### config.mk
export PLATFORM = sky130hd
export DESIGN_NAME = mul_matrix_seq
export DESIGN_NICKNAME = d
export VERILOG_FILES = /design/src/rtl/mul_matrix_seq.sv
export SDC_FILE = /design/constraint.sdc
export NUM_CORES = 1
export LEC_CHECK = 0
export CORE_AREA = 2 2 446 227
export CTS_CLUSTER_DIAMETER = 120
export DETAILED_ROUTE_END_ITERATION = 7
export DIE_AREA = 0 0 448 229
export RECOVER_POWER = 50
export SETUP_SLACK_MARGIN = 0.1
export SLEW_MARGIN = 10
export SYNTH_ARGS = -nofsm -noshare
export SYNTH_HDL_FRONTEND = slang
export SYNTH_SLANG_ARGS = --single-unit
export TNS_END_PERCENT = 1
### constraint.sdc
create_clock -name clk -period 13.1 [get_ports clk]
set_input_delay 3.275 -clock clk [delete_from_list [all_inputs] [get_ports clk]]
set_output_delay 3.275 -clock clk [all_outputs]
set_load 0.01 [all_outputs]
### src/rtl/mul_matrix_seq.sv
// Sequential 5x2 * 2x3 matrix multiplier built around one shared W x W multiplier.
// Each C element takes two cycles: the first product goes into acc, then acc plus the second product is stored.
module mul_matrix_seq #(
    parameter int W = 15
) (
    input  logic            clk,
    input  logic            rst_n,
    input  logic            start,
    input  logic [10*W-1:0] A,
    input  logic [6*W-1:0]  B,
    output logic            busy,
    output logic            done,
    output logic [15*W-1:0] C
);
    typedef enum logic [1:0] {IDLE, MUL0, MUL1, DONE} state_t;

    state_t          r_state, w_next;
    logic [2:0]      r_row;
    logic [1:0]      r_col;
    logic [W-1:0]    r_acc;
    logic [W-1:0]    r_a   [10];
    logic [W-1:0]    r_b   [6];
    logic [W-1:0]    r_buf [15];
    logic [15*W-1:0] r_c;

    logic            w_capture;
    logic            w_last;
    logic [3:0]      w_ibuf;
    logic [W-1:0]    w_mul_a;
    logic [W-1:0]    w_mul_b;
    logic [W-1:0]    w_prod;
    logic [W-1:0]    w_sum;
    logic [15*W-1:0] w_c_next;

    function automatic logic [W-1:0] f_wrap_add(input logic [W-1:0] x, input logic [W-1:0] y);
        return x + y;  // carry out dropped: result is mod 2^W
    endfunction

    assign w_capture = (r_state == IDLE) && start;
    assign w_last    = (r_row == 3'd4) && (r_col == 2'd2);
    assign w_ibuf    = {r_row, 1'b0} + {1'b0, r_row} + {2'b00, r_col};

    // Operand select feeding the single multiplier: column 0 terms in MUL0, column 1 terms in MUL1.
    assign w_mul_a = (r_state == MUL1) ? r_a[{r_row, 1'b1}] : r_a[{r_row, 1'b0}];
    assign w_mul_b = (r_state == MUL1) ? r_b[{1'b0, r_col} + 3'd3] : r_b[{1'b0, r_col}];
    assign w_prod  = w_mul_a * w_mul_b;
    assign w_sum   = f_wrap_add(r_acc, w_prod);

    always_ff @(posedge clk or negedge rst_n) begin
        if (!rst_n) begin
            r_state <= IDLE;
        end else begin
            r_state <= w_next;
        end
    end

    always_comb begin
        w_next = r_state;
        case (r_state)
            IDLE:    if (start) w_next = MUL0;
            MUL0:    w_next = MUL1;
            MUL1:    w_next = w_last ? DONE : MUL0;
            DONE:    w_next = IDLE;
            default: w_next = IDLE;
        endcase
    end

    always_ff @(posedge clk or negedge rst_n) begin
        if (!rst_n) begin
            r_row <= 3'd0;
            r_col <= 2'd0;
            r_acc <= '0;
            r_c   <= '0;
        end else begin
            if (w_capture) begin
                r_row <= 3'd0;
                r_col <= 2'd0;
            end else if (r_state == MUL1) begin
                if (r_col == 2'd2) begin
                    r_col <= 2'd0;
                    r_row <= w_last ? 3'd0 : r_row + 3'd1;
                end else begin
                    r_col <= r_col + 2'd1;
                end
            end
            if (r_state == MUL0) r_acc <= w_prod;
            if ((r_state == MUL1) && w_last) r_c <= w_c_next;
        end
    end

    // Operand copies and partial results are plain data: never reset, only written when meaningful.
    always_ff @(posedge clk) begin
        if (w_capture) begin
            for (int i = 0; i < 10; i++) r_a[i] <= A[(10-i)*W-1 -: W];
            for (int i = 0; i < 6; i++)  r_b[i] <= B[(6-i)*W-1 -: W];
        end
        if (r_state == MUL1) r_buf[w_ibuf] <= w_sum;
    end

    // The last element bypasses the buffer so C loads on the same edge it is computed.
    always_comb begin
        w_c_next = '0;
        for (int i = 0; i < 14; i++) w_c_next[(15-i)*W-1 -: W] = r_buf[i];
        w_c_next[W-1:0] = w_sum;
    end

    assign C    = r_c;
    assign busy = (r_state != IDLE);
    assign done = (r_state == DONE);

endmodule

== Yosys cells after proc, flatten, opt, wreduce, memory -nomap -nowiden ==
Memories as Yosys holds them, arrays and structs flattened. A register that Yosys moved wholly into a read port is not among the register bits.
Cells that the tools add are included.
Operators by class
  multiply operators: 1
  equality and inequality tests: 6
  mux-type cells: 16
  add/subtract/negate cells: 6
  reduce and logical (&&, ||, !) cells: 22
Operators by type and width (count)
  two-way mux 15 bit: 2
  adder 15 bit: 1
  multiplier 15 x 15 -> 15 bit: 1
  logical NOT 1 bit: 14
  two-way mux 3 bit: 4
  two-way mux 2 bit: 5
  case mux 2 bit (4 select lines): 1
  == test 2 bit (second input constant): 3
  nonzero test 2 bit: 3
  adder 4 x 2 -> 4 bit: 1
  adder 4 x 3 -> 4 bit: 1
  two-way mux 1 bit: 4
  adder 2 x 2 -> 3 bit (second input constant): 1
  adder 3 x 1 -> 3 bit (second input constant): 1
  == test 3 bit (second input constant): 1
  logical AND 1 bit: 3
  adder 2 x 1 -> 2 bit (second input constant): 1
  == test 2 x 1 -> 1 bit (second input constant): 1
  logical NOT 2 bit: 1
  inequality test 2 bit (second input constant): 1
  AND reduction 2 bit: 1
Storage, ports and cells
  output and inout port bits: 227
  bits in writable memories: 465
  bits of input ports: 243
  logic and storage cells: 59
  memories: 3
  register bits: 247
Memories
  r_buf: depth 15, bits a word 15, rd ports 14, clocked after memory_dff 14, write ports 1, line 23  | logic [W-1:0] r_buf [15];
  r_a: depth 10, bits a word 15, rd ports 2, clocked after memory_dff 0, write ports 10, line 21  | logic [W-1:0] r_a [10];
  r_b: depth 6, bits a word 15, rd ports 2, clocked after memory_dff 0, write ports 6, line 22  | logic [W-1:0] r_b [6];

== Depth between registers and ports, before layout ==
  word-level depth: 6
  gate-level depth with buffers: 36
  gate-level depth less buffers: 30

== Worst setup path before layout ==
No wires, ideal clock.
  path type: input-to-reg
  start: input port start
  end: register r_row[1]
  data required time: 12.969 ns
  setup slack: -1.315 ns
  stages on the path: 4
  library setup time: 0.131 ns
  path buffers: 0
  data arrival time: 14.284 ns
  cells stage by stage: inv_1 -> nor2_1 -> nor2_1 -> a32o_1
On the way
  cells in the longest elaborated chain, start to end: 3
  elaborated cells between the ends (all ways): 5
  those cells by class: mux (1); reduce/logical (4)
RTL lines
  start, declared: line 8  | input logic start,
  logical AND 1 bit (*): line 39  | assign w_capture = (r_state == IDLE) && start;
  named net w_capture: line 26  | logic w_capture;
  nonzero test 2 bit (no line)
  AND reduction 2 bit (no line)
  end signal, assigned: line 81  | r_row <= w_last ? 3'd0 : r_row + 3'd1;
  end, declared: line 18  | logic [2:0] r_row;
Mark *: on every way through the listed nets, which the timed path passes. The rest lies on a longest branch.
A chain may end at the register's enable or synchronous reset.

== Final worst setup path ==
  start: register r_row[0]
  end: register r_c[14] (netlist: C[14])
On the way
  cells in the longest elaborated chain, start to end: 4
  elaborated cells between the ends (all ways): 7
  those cells by class: add/sub (1); mul (1); eq/ne (1); mux (1); reduce/logical (2); memory (1)
RTL lines
  memory (10 x 15 bit)
  two-way mux 15 bit: line 44  | assign w_mul_a = (r_state == MUL1) ? r_a[{r_row, 1'b1}] : r_a[{r_row, 1'b0}];
  multiplier 15 x 15 -> 15 bit: line 46  | assign w_prod = w_mul_a * w_mul_b;
  named net w_prod[11]: line 31  | logic [W-1:0] w_prod;
  adder 15 bit: line 36  | return x + y;
  named net w_c_next[14]: line 33  | logic [15*W-1:0] w_c_next;
  end signal, assigned: line 87  | if ((r_state == MUL1) && w_last) r_c <= w_c_next;
  end, declared: line 24  | logic [15*W-1:0] r_c;
The timed path passes the listed nets, and every way through them passes these cells.

==> results.txt <==
----------------------------------------------------
[Critical path]
  Cell with the largest stage delay on the worst path ... sky130_fd_sc_hd__clkbuf_1
  Required @ worst endpoint ... 13660 ps
  Maximum fanout along the worst path ... 27
  Depth of the worst register-to-register path ... 28
  Kind of critical path ... reg -> reg
  Critical Path Source Type ... flop
  Worst path arrival time ... 10700 ps
  Crit path largest cell delay ... 1680 ps
  Worst path most repeated cell ... sky130_fd_sc_hd__ha_1
  Critical Path Sink Type ... flop

[Logic synthesis]
  Portion of netlist area occupied by mux cells ... 6.990%
  Flop and latch count out of synthesis ... 697
  Simple-gate portion of the synthesized area ... 12.12%
  Share of synthesized area occupied by flip-flops and latches ... 67.08%
  Dominant register cell in the synthesized netlist ... sky130_fd_sc_hd__edfxtp_1
  Dominant combinational cell family by area after synthesis ... simple AND/OR/NAND/NOR gates
  Gate count of the mapped netlist ... 2149
  Post-synth EDFFs ... 450
  Adder-cell share of the synthesized area ... 7.569%
  Compound-cell area share of the yosys netlist ... 1.769%
  Count of warnings emitted by yosys ... 0
  Distinct cells, synth ... 58
  Share of synthesized flip-flops with an asynchronous set or reset ... 35.44%
  Xor/xnor share of the synthesized area ... 1.624%
  Syn nets ... 2527
  Synthesized area divided by synthesized cell count ... 13.66 µm²
  Cell area after technology mapping ... 29360 µm²

[Drt]
  Via/cell ratio ... 4.446
  Total DRC errors in the routed layout ... 0
  Initial DRT Pass Iterations ... 5
  Total number of vias ... 18014
  Post-detailed-route count of antenna-violating nets ... 0
  Total wire length ... 85970 µm
  Routed length per instance ... 21.22 µm
  1st-iter DRT viols ... 1444

[Clock network]
  Clock buffer count from CTS ... 69
  TritonCTS clock tree ... done
  H-tree depth ... 3
  Worst-path clk slew ... 60 ps
  Number of buffers inserted by hold repair at cts ... 0
  Max Root-Sink Buffers ... 3
  Number of clock sinks seen by CTS ... 697
  Clock latency at the later pin of the worst-skew pair ... 650 ps
  PostCTS Resize Cnt ... 0
  CTS root buf ... sky130_fd_sc_hd__clkbuf_16
  Post-CTS Setup Bufs ... 0

[Global routing]
  Wire length of the first global-routing pass ... 127400 µm
  Met1 track utilization from global routing ... 25.36%
  Total routing resource utilization after global routing ... 17.06%
  Top Usage Layer GRT ... met1
  Initial antenna violation count ... 21
  Met3 demand-to-capacity share in global routing ... 5.301%
  Maximum number of pins on one net before global-route repair ... 180
  Vias in the first global route ... 18502
  Global routing met2 resource utilization ... 24.28%
  Total congestion overflow ... 0

[Die]
  Placeable core area ... 98900 µm²
  Ports ... 470
  DIE HEIGHT ... 229 µm
  Initial Utilization ... 29.68%
  Die ar. ... 102600 µm²
  Count of standard-cell rows ... 82
  Horizontal extent of the die ... 448 µm

[Timing]
  Crit share post-route ... 77.40%
  Final Max Slew Viols ... 542
  Worst Clk Skew ... 25.05 ps
  Min Tclk post-route ... 10140 ps
  Final count of hold timing violations ... 0
  Fmax ... 0.09863 GHz
  Setup repair after global routing missed its margin ... no
  Slew HR ... -410.6%
  Transition time of the tightest slew-check pin ... 7659 ps
  Setup-violating endpoint count in the final report ... 0
  Setup TNS ... 0 ps

[Place]
  Count of buffers inserted at the top-level ports ... 469
  Placed standard-cell area ... 35880 µm²
  Routability congestion estimate from global placement ... 0.8295
  Post-DP HPWL ... 58210 µm

[Worst hold path]
  Hold WC Path Type ... reg -> reg
  Number of instances on the worst hold path ... 2

[Status]
  Violations in the final reports ... max-capacitance violations, max-slew violations
  Run status ... finished with violations

[Layout]
  Total non-filler cell area in the finished layout ... 38060 µm²
  Signed area change from the synthesized netlist to the final layout ... 29.63%
  Nets ... 3025
  Ratio of cells with drive above 1 in the final layout ... 9.859%
  Final core utilization ... 38.48%
  Filler cell count in the final layout ... 9466

[Flow run]
  Number of max-cap violations ... 10

----------------------------------------------------
-- placed cells by master (no fill, tap or decap), types with 13 or more instances in the layout --
cell	instances
sky130_fd_sc_hd__nand2_1	732
sky130_fd_sc_hd__edfxtp_1	450
sky130_fd_sc_hd__dfrtp_1	245
sky130_fd_sc_hd__dlygate4sd3_1	241
sky130_fd_sc_hd__clkdlybuf4s50_1	227
sky130_fd_sc_hd__inv_1	103
sky130_fd_sc_hd__fa_1	71
sky130_fd_sc_hd__clkbuf_16	71
sky130_fd_sc_hd__ha_1	64
sky130_fd_sc_hd__nor2_1	59
sky130_fd_sc_hd__mux4_2	57
sky130_fd_sc_hd__mux2_2	33
sky130_fd_sc_hd__xnor2_1	30
sky130_fd_sc_hd__buf_4	30
sky130_fd_sc_hd__nor2b_1	29
sky130_fd_sc_hd__clkbuf_1	27
sky130_fd_sc_hd__o21ai_0	22
sky130_fd_sc_hd__nand2b_1	21
sky130_fd_sc_hd__a21oi_1	14
sky130_fd_sc_hd__mux4_1	13
sky130_fd_sc_hd__and2_1	13
-- worst max-delay path, delay by kind of cell (launching register included) --
family / cells / cell delay (ps)
flip-flops: 1 / 730
adder cells (fa/ha/maj): 8 / 2780
AND/OR/NAND/NOR: 5 / 860
XOR/XNOR: 2 / 590
AO/OA/AOI/OAI: 8 / 1640
buffers and inverters: 3 / 2500
multiplexers: 2 / 900
-- synth_stat cells, types with 2 or more instances --
master	n	area (µm²)
sky130_fd_sc_hd__nor2b_1	31	193.9
sky130_fd_sc_hd__xnor2_1	39	341.6
sky130_fd_sc_hd__o31a_1	2	17.52
sky130_fd_sc_hd__ha_1	64	800.8
sky130_fd_sc_hd__inv_1	103	386.6
sky130_fd_sc_hd__buf_12	2	40.04
sky130_fd_sc_hd__mux4_1	13	341.6
sky130_fd_sc_hd__nand3_1	3	15.01
sky130_fd_sc_hd__buf_4	6	45.04
sky130_fd_sc_hd__mux2i_1	4	40.04
sky130_fd_sc_hd__a221oi_2	3	45.04
sky130_fd_sc_hd__nor2_1	68	255.2
sky130_fd_sc_hd__nor3b_1	5	37.54
sky130_fd_sc_hd__a21o_1	7	52.55
sky130_fd_sc_hd__o31ai_1	3	22.52
sky130_fd_sc_hd__o21ai_1	2	10.01
sky130_fd_sc_hd__dfrtp_1	247	6181
sky130_fd_sc_hd__o21ai_0	24	120.1
sky130_fd_sc_hd__nand2b_1	21	131.4
sky130_fd_sc_hd__and2_1	13	81.33
sky130_fd_sc_hd__mux2_2	33	371.6
sky130_fd_sc_hd__fa_1	71	1421
sky130_fd_sc_hd__a221oi_1	2	17.52
sky130_fd_sc_hd__a2bb2oi_1	5	43.79
sky130_fd_sc_hd__a21oi_1	14	70.07
sky130_fd_sc_hd__or3_1	3	18.77
sky130_fd_sc_hd__edfxtp_1	450	13510
sky130_fd_sc_hd__nor3_1	2	10.01
sky130_fd_sc_hd__clkbuf_1	64	240.2
sky130_fd_sc_hd__buf_2	8	40.04
sky130_fd_sc_hd__mux4_2	57	1284
sky130_fd_sc_hd__or2_2	5	31.28
sky130_fd_sc_hd__buf_6	6	67.56
sky130_fd_sc_hd__o21bai_1	2	15.01
sky130_fd_sc_hd__xor2_1	11	96.34
sky130_fd_sc_hd__nand2_1	732	2748
sky130_fd_sc_hd__o21a_1	3	22.52
-- cell families (layout without fill, tap and decap cells) --
logic type	count (synthesis)	in the layout
compound gates	77	77
xor+xnor	52	52
fa+ha+maj	135	135
buf+inv	192	741
flops	697	697
mux	108	108
other cells	0	10
simple gates	888	888
-- layer usage --
layer,wire length (µm),vias to the layer above
li1,-,8289
met1,40790,9061
met2,36490,535
met3,6985,123
met4,1669,6
met5,41,-
-- flip-flops by register name (all words and copies together) (netlist names) --
register and flops:
r_row 3, r_state 2, r_a 150, C 225, r_b 90, r_col 2, r_acc 15, r_buf 210
-- worst paths after layout --
| kind | to | slack, ps | start |
|---|---|---|---|
| max in group asynchronous | C[43]$_DFFE_PN0P_ | 3670 | rst_n |
| min in group asynchronous | C[187]$_DFFE_PN0P_ | 4740 | rst_n |
| worst max register to register | C[14]$_DFFE_PN0P_ | 2960 | r_row[0]$_DFFE_PN0P_ |
| worst min-delay path | C[154]$_DFFE_PN0P_ | 430 | r_buf[4][4]$_DFFE_PP_ |
| worst min register to register | C[154]$_DFFE_PN0P_ | 430 | r_buf[4][4]$_DFFE_PP_ |
| worst max-delay path | C[14]$_DFFE_PN0P_ | 2960 | r_row[0]$_DFFE_PN0P_ |
-- final cells by class --
cell class,count,area [µm²],share of cell area (%)
Antenna cell,10,25.02,0.06576
Timing Repair Buffer,515,4997,13.13
Clock buffer,93,1949,5.122
Multi-Input combinational cell,1260,9032,23.74
Sequential cell,697,19700,51.76
Inverter,104,390.4,1.026
Tap cell,1344,1682,4.419
Clock inverter,29,282.8,0.7431
-- stage by stage --
stage | worst slack (ps) | hold slack, ps | cells
5_1_grt | 2048 | 450.4 | 4047
3_3_place_gp | 4009 | 416.8 | 3919
4_1_cts | 4323 | 433.9 | 4042
2_1_floorplan | 2807 | 414.6 | 2149
3_5_place_dp | 4368 | 421.3 | 3920
6_report | 2961 | 432.4 | 4052
Power is left out: the tool's default activity adds up to more than one toggle a clock period on the data nets, which glitch-free logic cannot reach.
